`config.mk`:
```
export PLATFORM = sky130hd
export DESIGN_NAME = imem_load_ctrl
export DESIGN_NICKNAME = d
export VERILOG_FILES = /design/src/rtl/cpu_pkg.sv /design/src/rtl/imem_addr_check.sv /design/src/rtl/imem_load_ctrl.sv
export SDC_FILE = /design/constraint.sdc
export NUM_CORES = 1
export LEC_CHECK = 0
export CAP_MARGIN = 0
export CORE_AREA = 10 10 143 112
export CTS_CLUSTER_SIZE = 25
export DETAILED_ROUTE_END_ITERATION = 12
export DIE_AREA = 0 0 153 122
export MAX_ROUTING_LAYER = met4
export PLACE_DENSITY = 0.71
export SYNTH_ARGS = -nofsm -noshare
export SYNTH_HDL_FRONTEND = slang
export SYNTH_SLANG_ARGS = --single-unit
```
`constraint.sdc`:
```
create_clock -name sclk -period 3.4 [get_ports sclk]
set_input_delay 0.85 -clock sclk [delete_from_list [all_inputs] [get_ports sclk]]
set_output_delay 0.85 -clock sclk [all_outputs]
set_load 0.05 [all_outputs]
```
`src/rtl/cpu_pkg.sv`:
```
// Shared CPU definitions: instruction constants, load-controller states, defaults.
package cpu_pkg;

    localparam logic [31:0]  NOP_INSN       = 32'd8;
    localparam int unsigned  WORD_BYTES     = 4;
    localparam int unsigned  IMEM_DEPTH_DEF = 256;

    // Program-load sequencing states
    typedef enum logic [2:0] {
        LDST_IDLE    = 3'd0,
        LDST_LOAD    = 3'd1,
        LDST_DRAIN   = 3'd2,
        LDST_RELEASE = 3'd3,
        LDST_RUN     = 3'd4
    } ldst_e;

endpackage : cpu_pkg

```
`src/rtl/imem_addr_check.sv`:
```
// Combinational host byte-address check: word alignment, memory range, word index.
module imem_addr_check
    import cpu_pkg::*;
#(
    parameter int unsigned ADDR_W     = 32,
    parameter int unsigned IMEM_DEPTH = IMEM_DEPTH_DEF
) (
    input  logic [ADDR_W-1:0]             i_addr,
    output logic                          o_aligned_c,
    output logic                          o_in_range_c,
    output logic [$clog2(IMEM_DEPTH)-1:0] o_waddr_c
);

    localparam int unsigned OFF_W = $clog2(WORD_BYTES);
    localparam int unsigned AW    = $clog2(IMEM_DEPTH);

    // Byte offset must be zero; any address bit above the word index means out of range
    assign o_aligned_c  = (i_addr[OFF_W-1:0] == '0);
    assign o_in_range_c = (i_addr[ADDR_W-1:OFF_W+AW] == '0);
    assign o_waddr_c    = i_addr[OFF_W+AW-1:OFF_W];

endmodule : imem_addr_check

```
`src/rtl/imem_load_ctrl.sv`:
```
// Host program-load receiver: writes instruction memory, tracks errors, holds and boots cores.
module imem_load_ctrl
    import cpu_pkg::*;
#(
    parameter int unsigned DATA_W      = 32,
    parameter int unsigned ADDR_W      = 32,
    parameter int unsigned IMEM_DEPTH  = IMEM_DEPTH_DEF,
    parameter int unsigned RELEASE_DLY = 2
) (
    input  logic                            sclk,
    input  logic                            reset,
    input  logic                            load,
    input  logic [ADDR_W-1:0]               addr,
    input  logic [DATA_W-1:0]               instr,
    output logic                            imem_we,
    output logic [$clog2(IMEM_DEPTH)-1:0]   imem_waddr,
    output logic [DATA_W-1:0]               imem_wdata,
    output logic                            core_hold,
    output logic                            boot_go,
    output logic                            err_misalign,
    output logic                            err_range,
    output logic [$clog2(IMEM_DEPTH):0]     word_count
);

    localparam int unsigned AW    = $clog2(IMEM_DEPTH);
    localparam int unsigned CW    = AW + 1;
    localparam int unsigned DLY_W = $clog2(RELEASE_DLY + 1);

    ldst_e              r_state;
    ldst_e              w_state_nxt;
    logic [DLY_W-1:0]   r_dly;
    logic [DLY_W-1:0]   w_dly_nxt;
    logic               w_cap;
    logic               w_start;
    logic               w_hold_nxt;
    logic               w_boot_nxt;

    logic               r_cap_v;
    logic [ADDR_W-1:0]  r_addr;
    logic [DATA_W-1:0]  r_instr;
    logic               w_aligned;
    logic               w_in_range;
    logic [AW-1:0]      w_waddr;
    logic               w_wr_ok;

    logic               r_we;
    logic [AW-1:0]      r_waddr;
    logic [DATA_W-1:0]  r_wdata;
    logic               r_core_hold;
    logic               r_boot_go;
    logic               r_err_misalign;
    logic               r_err_range;
    logic [CW-1:0]      r_word_count;

    // Address check runs on the captured word, one cycle ahead of the write strobe
    imem_addr_check #(
        .ADDR_W     (ADDR_W),
        .IMEM_DEPTH (IMEM_DEPTH)
    ) u_addr_check (
        .i_addr       (r_addr),
        .o_aligned_c  (w_aligned),
        .o_in_range_c (w_in_range),
        .o_waddr_c    (w_waddr)
    );

    assign w_wr_ok = r_cap_v & w_aligned & w_in_range;

    // State and release-delay counter registers
    always_ff @(posedge sclk or negedge reset) begin
        if (!reset) begin
            r_state <= LDST_IDLE;
            r_dly   <= '0;
        end else begin
            r_state <= w_state_nxt;
            r_dly   <= w_dly_nxt;
        end
    end

    // Next state, word capture, load-start clear and next values of hold/boot
    always_comb begin
        w_state_nxt = r_state;
        w_dly_nxt   = r_dly;
        w_cap       = 1'b0;
        w_start     = 1'b0;
        w_hold_nxt  = 1'b1;
        w_boot_nxt  = 1'b0;
        case (r_state)
            LDST_IDLE, LDST_RUN: begin
                if (load) begin
                    w_state_nxt = LDST_LOAD;
                    w_cap       = 1'b1;
                    w_start     = 1'b1;
                end
            end
            LDST_LOAD: begin
                if (load) begin
                    w_cap = 1'b1;
                end else begin
                    w_state_nxt = LDST_DRAIN;
                end
            end
            LDST_DRAIN: begin
                w_state_nxt = LDST_RELEASE;
                w_dly_nxt   = DLY_W'(RELEASE_DLY - 1);
            end
            LDST_RELEASE: begin
                // A resumed load continues the same program: no clear, no boot
                if (load) begin
                    w_state_nxt = LDST_LOAD;
                    w_cap       = 1'b1;
                end else if (r_dly == '0) begin
                    w_state_nxt = LDST_RUN;
                end else begin
                    w_dly_nxt = r_dly - DLY_W'(1);
                end
            end
            default: begin
                w_state_nxt = LDST_IDLE;
            end
        endcase
        w_hold_nxt = (w_state_nxt != LDST_RUN);
        w_boot_nxt = (w_state_nxt == LDST_RUN) && (r_state != LDST_RUN);
    end

    // Capture stage, write stage, sticky status and registered control outputs
    always_ff @(posedge sclk or negedge reset) begin
        if (!reset) begin
            r_cap_v        <= 1'b0;
            r_addr         <= '0;
            r_instr        <= '0;
            r_we           <= 1'b0;
            r_waddr        <= '0;
            r_wdata        <= '0;
            r_core_hold    <= 1'b1;
            r_boot_go      <= 1'b0;
            r_err_misalign <= 1'b0;
            r_err_range    <= 1'b0;
            r_word_count   <= '0;
        end else begin
            r_cap_v     <= w_cap;
            r_core_hold <= w_hold_nxt;
            r_boot_go   <= w_boot_nxt;
            r_we        <= w_wr_ok;
            if (w_cap) begin
                r_addr  <= addr;
                r_instr <= instr;
            end
            if (w_wr_ok) begin
                r_waddr <= w_waddr;
                r_wdata <= r_instr;
            end
            if (w_start) begin
                r_err_misalign <= 1'b0;
                r_err_range    <= 1'b0;
                r_word_count   <= '0;
            end else if (r_cap_v) begin
                if (!w_aligned) begin
                    r_err_misalign <= 1'b1;
                end
                if (!w_in_range) begin
                    r_err_range <= 1'b1;
                end
                if (w_wr_ok && (r_word_count != CW'(IMEM_DEPTH))) begin
                    r_word_count <= r_word_count + CW'(1);
                end
            end
        end
    end

    assign imem_we      = r_we;
    assign imem_waddr   = r_waddr;
    assign imem_wdata   = r_wdata;
    assign core_hold    = r_core_hold;
    assign boot_go      = r_boot_go;
    assign err_misalign = r_err_misalign;
    assign err_range    = r_err_range;
    assign word_count   = r_word_count;

endmodule : imem_load_ctrl

```
* Word-level counts from Yosys, hierarchy flattened
Index checks and enable logic that the tools add are counted.
** Word-level totals
- Bits of input ports :: 67
- Output and inout bits :: 54
- Register bits :: 124
- Word-level logic and storage cells :: 64
** Operators by class
- Muxes and demuxes :: 20
- $add $sub $neg :: 2
- Reductions and logical operators :: 15
- Bitwise logic cells :: 2
- Equal/unequal tests :: 12
** Operators with widths (number)
- 2-to-1 mux 9 bit :: 3
- zero test 22 bit :: 1
- 2-to-1 mux 3 bit :: 4
- one-hot mux 3 bit (4 select lines) :: 1
- adder 9 x 1 -> 9 bit (second input constant) :: 1
- 2-to-1 mux 1 bit :: 9
- != test 9 bit (second input constant) :: 1
- != test 2 bit (second input constant) :: 4
- equality test 3 x 2 -> 1 bit (second input constant) :: 2
- equality test 3 bit (second input constant) :: 2
- != test 3 bit (second input constant) :: 2
- AND reduction 2 bit :: 3
- nonzero test 2 bit :: 3
- zero test 2 bit :: 2
- 2-to-1 mux 2 bit :: 2
- one-hot mux 2 bit (2 select lines) :: 1
- OR reduction 4 bit :: 1
- equality test 3 x 1 -> 1 bit (second input constant) :: 1
- zero test 3 bit :: 1
- AND reduction 3 bit :: 1
- bitwise AND 1 bit :: 2
- logical AND 1 bit :: 2
- OR reduction 2 bit :: 1
- subtractor 2 x 1 -> 2 bit (second input constant) :: 1

* Longest topological paths before layout
Gate-level depths: netlist of run 1.
- Depth in word-level cells :: 7
- Mapped depth :: 6
- Gate-level depth less buffers :: 6

* By module
Synthesis of run 1 repeated with hierarchy kept, for this count alone.
** Second synthesis, totals
- Cells, all modules :: 338
- Area, all modules :: 4959.8 um^2
** Modules (own cells, without submodules)
- imem_load_ctrl :: seq. area each 3104.2 um^2, area an instance 4844.6 um^2, instances 1, cells each 322
- imem_addr_check :: seq. area each 0.0 um^2, area an instance 115.1 um^2, instances 1, cells each 16

* Worst setup path before layout of run 1
Ideal clock, no wire load.
- Path kind :: register to register
- From :: register r_addr[14]
- To :: register r_waddr[0] (netlist: imem_waddr[0])
- Path slack :: 1426 ps
- Path buffers :: 1
- Library setup time :: 125 ps
- Required time :: 3275 ps
- Cell stages (with the launch flop) :: 6
- Arrival :: 1849 ps
- Clock period less this slack :: 1974 ps
- Cells stage by stage :: dfrtp_1 -> nor4_4 -> nand4_4 -> nor3b_4 -> buf_12 -> mux2_4
** Between the ends
- Longest elaborated chain between the ends :: 2
** Ends and longest elaborated chain
- start, declared :: RTL line imem_load_ctrl.sv:39 : logic [ADDR_W-1:0] r_addr;
- start signal, assigned :: RTL line imem_load_ctrl.sv:145 : r_addr <= addr;
- zero test 22 bit :: RTL line imem_addr_check.sv:19 : assign o_in_range_c = (i_addr[ADDR_W-1:OFF_W+AW] == '0);
- bitwise AND 1 bit :: RTL line imem_load_ctrl.sv:66 : assign w_wr_ok = r_cap_v & w_aligned & w_in_range;
- end signal, assigned :: RTL line imem_load_ctrl.sv:149 : r_waddr <= w_waddr;
- end, declared :: RTL line imem_load_ctrl.sv:47 : logic [AW-1:0] r_waddr;
Every way passes these cells.
A chain may end at the register's enable or synchronous reset.

* Worst setup path after layout of run 1
- From :: register r_word_count[2] (netlist: word_count[2])
- To :: output port word_count[2]
** RTL lines
- start, declared :: RTL line imem_load_ctrl.sv:53 : logic [CW-1:0] r_word_count;
- start signal, assigned :: RTL line imem_load_ctrl.sv:164 : r_word_count <= r_word_count + CW'(1);
- end, declared :: RTL line imem_load_ctrl.sv:22 : output logic [$clog2(IMEM_DEPTH):0] word_count
No word-level cell between the ends.

==> results of run 1 <==
cells in the mapped netlist:
library cell / instances / share of area (%)
or4_1: 1 / 0.14
nor3b_1: 2 / 0.29
nand2_1: 14 / 1.0
ha_1: 3 / 0.72
inv_1: 10 / 0.72
nor2_1: 10 / 0.72
mux2_1: 48 / 10
or2_2: 3 / 0.36
dfstp_2: 1 / 0.50
o21ai_0: 4 / 0.38
nand4_1: 6 / 0.72
and3_1: 2 / 0.24
nor3b_4: 1 / 0.36
a211oi_1: 2 / 0.29
o2bb2ai_1: 1 / 0.17
nand3_1: 8 / 0.77
o41ai_1: 1 / 0.17
mux2i_1: 3 / 0.58
dfrtp_1: 123 / 59
o21ai_1: 1 / 0.096
clkbuf_1: 2 / 0.14
and4_1: 2 / 0.34
mux2_2: 17 / 3.7
nand4_4: 1 / 0.41
nor4_2: 1 / 0.24
a21oi_1: 6 / 0.58
o311ai_1: 3 / 0.50
mux2_4: 40 / 12
buf_2: 6 / 0.58
nor2b_1: 2 / 0.24
buf_1: 1 / 0.072
nor4_1: 3 / 0.36
a21o_1: 2 / 0.29
o22ai_1: 1 / 0.12
buf_12: 4 / 1.5
nor4_4: 4 / 1.6
o31ai_1: 2 / 0.29
flip-flops by register name (all words and copies together), names as in the netlist, 2 cells and up:
register,count
r_instr,32
word_count,9
r_state,3
r_addr,32
imem_wdata,32
imem_waddr,8
r_dly,2
per-stage QoR:
| step | total power [W] | util (%) | worst slack [ps] | hold slack, ps | instances |
|---|---|---|---|---|---|
| 2_1_floorplan | 0.002866 | - | 1426 | 464.5 | 341 |
| 3_3_place_gp | 0.003146 | 49.49 | 719.2 | 474.1 | 629 |
| 3_5_place_dp | 0.003229 | 49.49 | 649.0 | 482.1 | 629 |
| 4_1_cts | 0.005134 | 54.12 | 794.7 | 472.1 | 661 |
| 5_1_grt | 0.005344 | 54.12 | 746.2 | 503.9 | 661 |
| 6_report | 0.005073 | 54.12 | 814.4 | 460.6 | 661 |
cell type report:
type / instances / area share (%)
clock inverter: 12 / 2.358
clock buffer: 20 / 6.190
sequential: 124 / 43.02
timing repair buffer: 126 / 17.58
multi-input combinational: 194 / 27.29
inverter: 10 / 0.5202
tap: 175 / 3.035
kinds of logic after synthesis:
family | after synthesis
and+or+nand+nor | 60
buffers and inverters | 23
adders and majority gates | 3
DFF | 124
AOI/OAI and AO/OA | 23
muxes | 108
power by group through the flow:
stage | Combinational [W] | Sequential, W | Clock (W)
2_1_floorplan | 0.000632 | 0.00223 | 0
3_3_place_gp | 0.000930 | 0.00222 | 0
3_5_place_dp | 0.000978 | 0.00225 | 0
4_1_cts | 0.000982 | 0.00223 | 0.00192
5_1_grt | 0.00106 | 0.00229 | 0.00199
6_report | 0.000961 | 0.00223 | 0.00188
how the worst max path moves through the flow:
stage | slack (ps) | startpoint | endpoint
floorplan | 1430 | r_addr[14]$_DFFE_PN0P_ | imem_waddr[0]$_DFFE_PN0P_
global placement | 720 | load | r_addr[7]$_DFFE_PN0P_
detailed placement | 650 | load | r_addr[4]$_DFFE_PN0P_
CTS | 790 | word_count[2]$_DFFE_PN0P_ | word_count[2]
global route | 750 | word_count[2]$_DFFE_PN0P_ | word_count[2]
finish | 810 | word_count[2]$_DFFE_PN0P_ | word_count[2]
cell usage in the layout (no fill, tap or decap), types with 8 or more instances in the layout:
cell type / netlist / final
dfrtp_1: 123 / 123
nand2_1: 14 / 14
inv_1: 10 / 10
mux2_1: 48 / 48
nor2_1: 10 / 10
nand3_1: 8 / 8
mux2_4: 40 / 40
clkbuf_16: 0 / 17
clkdlybuf4s50_1: 0 / 119
mux2_2: 17 / 17
metal layers:
metal	vias up	GRT usage, %
li1	1495	-
met1	1631	17.09
met2	105	19.41
met3	19	4.401
met4	0	4.578
met5	-	-
==> qor.txt, run 1 <==
Hold buffers post-CTS: 0
CP Max Fanout: 8
Final instance area: 0.007216 mm^2
Sw power: 0.001402 W
Drc violations: 0
Largest family of logic cells by synthesized area: multiplexers
Reg2reg end: r_addr[27]$_DFFE_PN0P_
Max-Cap Viols: 0
Met3 WL post-DR: 599 um
YS warnings: 0
Worst reg-to-reg setup slack: 1040 ps
Syn Area/Cell: 15.31 um^2
Leakage power: 3.123 nW
Reg clk slew, reported paths: 60 ps
Antenna Nets Post-Route: 0
Initial Utilization: 39.16%
# clock sinks: 124
Worst Path Required: 2550 ps
Rel. slew slack: 23.95%
Power Dens Cells: 703.1 mW/mm^2
CTS Buf Count: 17
CP endpoint kind: output port
GRT Total Usage: 13.32%
Core Area: 0.01333 mm^2
Placed Area: 0.006599 mm^2
GRT Residual Overflow: 0
Root Driver: clkbuf_16
Post-synthesis xor/xnor area fraction: 0%
Vias/cell: 4.917
Post-synthesis mux area share: 26.10%
CP cell instances: clkdlybuf4s50_1
Synth Cell Area: 0.005221 mm^2
Pins Over Slew Limit: 0
Final Skew: 8.369 ps
Vias in the first global route: 3596
Seq pwr share: 43.9%
Die footprint: 0.01867 mm^2
DR top layer: met4
# diodes: 0
Largest net degree at the start of global routing: 62
Post-Synth Adder-Cell Area: 0.7189%
FF-to-FF path depth: 4
Compound-Gate Fraction of Synth Area: 2.876%
DR WL/cell: 17.64 um
Pre-Repair DR Iteration Count: 4
DIE WIDTH: 153 um
Post-synthesis sequential area ratio: 59.45%
Worst-case vdd ir drop: 364.3 uV
Part of the cycle the worst path needs: 76.05%
CP delay by family, top: buffers and inverters
Clock Path Buffers: 2
Setup violators final: 0
Crit path buffers/inverters: 1
Hold Vio Cnt, Final: 0
M1 WL: 5620 um
Area of the multi-input gates: 0.001969 mm^2
Cells after Synth: 341
Top Ports: 121
Post-CTS Resized: 0
Syn nets: 411
Setup TNS: 0 ps
Crit start category: register
Status: complete, no violations
#FFs+latches synth: 124
Initial antenna violation count: 0
Distinct cells, synth: 37
CP Class: reg -> out
Clk Latency, worst-skew pair: 410 ps
H-tree depth: 4
Routed met2 length: 5297 um
CTS tree: built
GP Congestion: 0.8087
Critical R2R Launch: r_state[0]$_DFF_PN0_
IO buf count: 120
First-pass GRT wire length: 19280 um
Starting DRC count in detailed routing: 163
Slowest cell on the critical path: clkdlybuf4s50_1
Worst path arrival time: 1740 ps
Syn-to-layout area delta: 38.20%
Wirelength, routed: 11660 um
Max Clock Freq: 386.8 MHz
Post-CTS Setup Bufs: 0
Clock Power Share: 37.1%
Final Critical Period: 2586 ps
Pint: 0.003672 W
Detailed placement HPWL: 8244 um
Share of layout cells above drive strength 1: 21.81%
Register Area: 0.003104 mm^2
Hold WC Path Type: in -> async
CP max stage delay: 850 ps
Fillers: 1110
Die Y: 122 um
Nets: 543
Worst-margin pin slew: 1136 ps
Instance count on the critical path: 1
Switching share of power: 27.63%
Gate power share: 18.9%
RSZ-0062 raised after global routing: false
Synth Area in Simple Gates: 7.812%
# rows: 37
Vias: 3250
Power figures use the tool's default switching activity.
==> run 2, diff against run 1 <==
- clock period: 3.4 -> 2.6 ns (I/O delays scaled with it)
==> run 2 against run 1 <==
  * Combinational power grew 33%
  * Sequential share of layout area down 0.46 points
  * Critical endpoint is now word_count[3]
  * Design area up 1.1%
==> qor.txt, run 2 (synthesis gave the netlist of run 1 again) <==
Hold buffers post-CTS: 0 (unchanged)
Part of the cycle the worst path needs: 91.47%
Starting DRC count in detailed routing: 129 (was 163)
CP Class: reg -> out (unchanged)
Initial antenna violation count: 0 (unchanged)
CP max stage delay: 850 ps (about the same)
Pre-CTS setup slack: 379.3 ps (was 649.0 ps)
# rows: 37 (unchanged)
Nets: 545 (was 543)
Antenna Nets Post-Route: 0 (unchanged)
Grt met2 use: 18.92% (was 19.41%)
GRT Residual Overflow: 0 (unchanged)
Status: complete, no violations (unchanged)
Commonest non-fill, non-tap cell in the layout: dfrtp_1 (unchanged)
Clk Latency, worst-skew pair: 400 ps (was 410 ps)
Vias in the first global route: 3556 (was 3596)
Pre-Repair DR Iteration Count: 4 (unchanged)
CP endpoint kind: output port (unchanged)
Pins Over Slew Limit: 0 (unchanged)
Crit start category: register (unchanged)
Initial Utilization: 39.16% (unchanged)
DIE WIDTH: 153 um (unchanged)
Setup violators final: 0 (unchanged)
# diodes: 0 (unchanged)
GP Congestion: 0.8823 (was 0.8087)
Detailed placement HPWL: 8336 um (was 8244 um)
Final std cells w/o fill: 663 (was 661)
Met3 Use GR: 4.542% (was 4.401%)
RSZ-0062 raised after global routing: false (unchanged)
Share of layout cells above drive strength 1: 22.54% (was 21.81%)
Worst path arrival time: 1730 ps (was 1740 ps)
Final instance area: 0.007295 mm^2 (was 0.007216 mm^2)
IO buf count: 120 (unchanged)
CTS tree: built (unchanged)
CP Max Fanout: 8 (unchanged)
Worst-margin pin slew: 631.0 ps (was 1136 ps)
H-tree depth: 4 (unchanged)
Drc violations: 0 (unchanged)
Setup TNS: 0 ps (unchanged)
Power Dens Cells: 926.7 mW/mm^2 (was 703.1 mW/mm^2)
Slowest cell on the critical path: clkdlybuf4s50_1 (unchanged)
Reg clk slew, reported paths: 60 ps (about the same)
Leakage power: 3.157 nW (was 3.123 nW)
DR WL/cell: 17.13 um (was 17.64 um)
Final Skew: 9.552 ps (was 8.369 ps)
Fillers: 1074 (was 1110)
Worst-case vdd ir drop: 585.3 uV (was 364.3 uV)
Max Clock Freq: 420.5 MHz
Hold Vio Cnt, Final: 0 (unchanged)
GRT Total Usage: 12.71% (was 13.32%)
Vias: 3276 (was 3250)
First-pass GRT wire length: 18510 um (was 19280 um)
Dpl cells: 631 (was 629)
CP cell instances: clkdlybuf4s50_1 (unchanged)
Post-CTS Setup Bufs: 0 (unchanged)
Post-CTS Resized: 0 (unchanged)
Most frequent cells in the layout: dfrtp_1 (123), clkdlybuf4s50_1 (119), mux2_1 (48), mux2_4 (40) (unchanged)
Met1 Track Usage GR: 16.26% (was 17.09%)
# clock sinks: 124 (unchanged)
Wirelength, routed: 11360 um (was 11660 um)
Vias/cell: 4.941 (was 4.917)
Top Ports: 121 (unchanged)
Placed Area: 0.006639 mm^2 (was 0.006599 mm^2)
Clock Path Buffers: 2 (unchanged)
Crit path buffers/inverters: 1 (unchanged)
Root Driver: clkbuf_16 (unchanged)
CTS Buf Count: 17 (unchanged)
CP delay by family, top: buffers and inverters (unchanged)
Syn-to-layout area delta: 39.71% (was 38.20%)
Final Worst Setup Slack: 221.8 ps (was 814.4 ps)
Hold WC Path Type: in -> async (unchanged)
Worst Path Required: 1950 ps (was 2550 ps)
Rel. slew slack: 57.77% (was 23.95%)
Die Y: 122 um (unchanged)
Die footprint: 0.01867 mm^2 (unchanged)
Max-Cap Viols: 0 (unchanged)
Busiest grt layer: met2 (unchanged)
Core Area: 0.01333 mm^2 (unchanged)
Final Critical Period: 2378 ps
Largest net degree at the start of global routing: 61 (was 62)
-- run 2: changes by cell type in the layout (fill, tap and decap cells not counted) --
cell,previous run,this run
buf_12,2,4
bufinv_16,4,5
clkbuf_1,2,0
clkinv_2,5,3
clkinv_4,2,3
inv_6,0,2
-- run 2: final cells by class --
class	count	area, um^2	area share (%)
flip-flops and latches	124	3104	42.56
multi-input cells	194	1969	27.00
repair buffers	128	1309	17.94
clock buffers	18	439.2	6.021
well taps	175	219.0	3.002
clock inverters	14	216.5	2.967
inverters	10	37.54	0.5146
-- run 2: metrics by stage --
| stage | util, % | hold slack (ps) | total power [W] |
|---|---|---|---|
| after floorplan | - | 354.4 | 0.003748 |
| after global placement | 49.79 | 473.5 | 0.004141 |
| after detailed placement | 49.79 | 481.6 | 0.004232 |
| after CTS | 54.71 | 188.2 | 0.006852 |
| after global routing | 54.71 | 194.2 | 0.007114 |
| final | 54.71 | 179.3 | 0.006760 |
-- run 2: worst reg2reg max path: stages, from the launching register on --
cell     delay (ps)
dfrtp_1         390
nor4_2          460
nand2_1         190
nor3b_4         250
buf_12          320
mux2_4          400
-- run 2: layer usage --
layer  share of wire, %  up-vias
li1                   -     1498
met5                  0        -
met1                 47     1654
met3                5.8        6
met4               0.30        0
met2                 47      118
-- run 2: path summary, 6_finish.rpt --
kind                                           start                        end  slack (ps)  cells after the start
max                        word_count[3]$_DFFE_PN0P_              word_count[3]         220                      1
min reg2reg                  r_instr[24]$_DFFE_PN0P_    r_instr[24]$_DFFE_PN0P_         490                      1
min                                            reset     r_instr[2]$_DFFE_PN0P_         180                      1
max in group asynchronous                      reset     r_addr[29]$_DFFE_PN0P_        1750                      2
max reg2reg                   r_addr[11]$_DFFE_PN0P_  imem_waddr[1]$_DFFE_PN0P_         480                      5
min in group sclk            r_instr[24]$_DFFE_PN0P_    r_instr[24]$_DFFE_PN0P_         490                      1
-- run 2: report_power, final --
group          switching (W)  total [W]  leakage [nW]  internal, W
Sequential          0.000391    0.00290          1.56      0.00251
Combinational       0.000590    0.00128          1.27     0.000688
Clock               0.000853    0.00258         0.321      0.00173
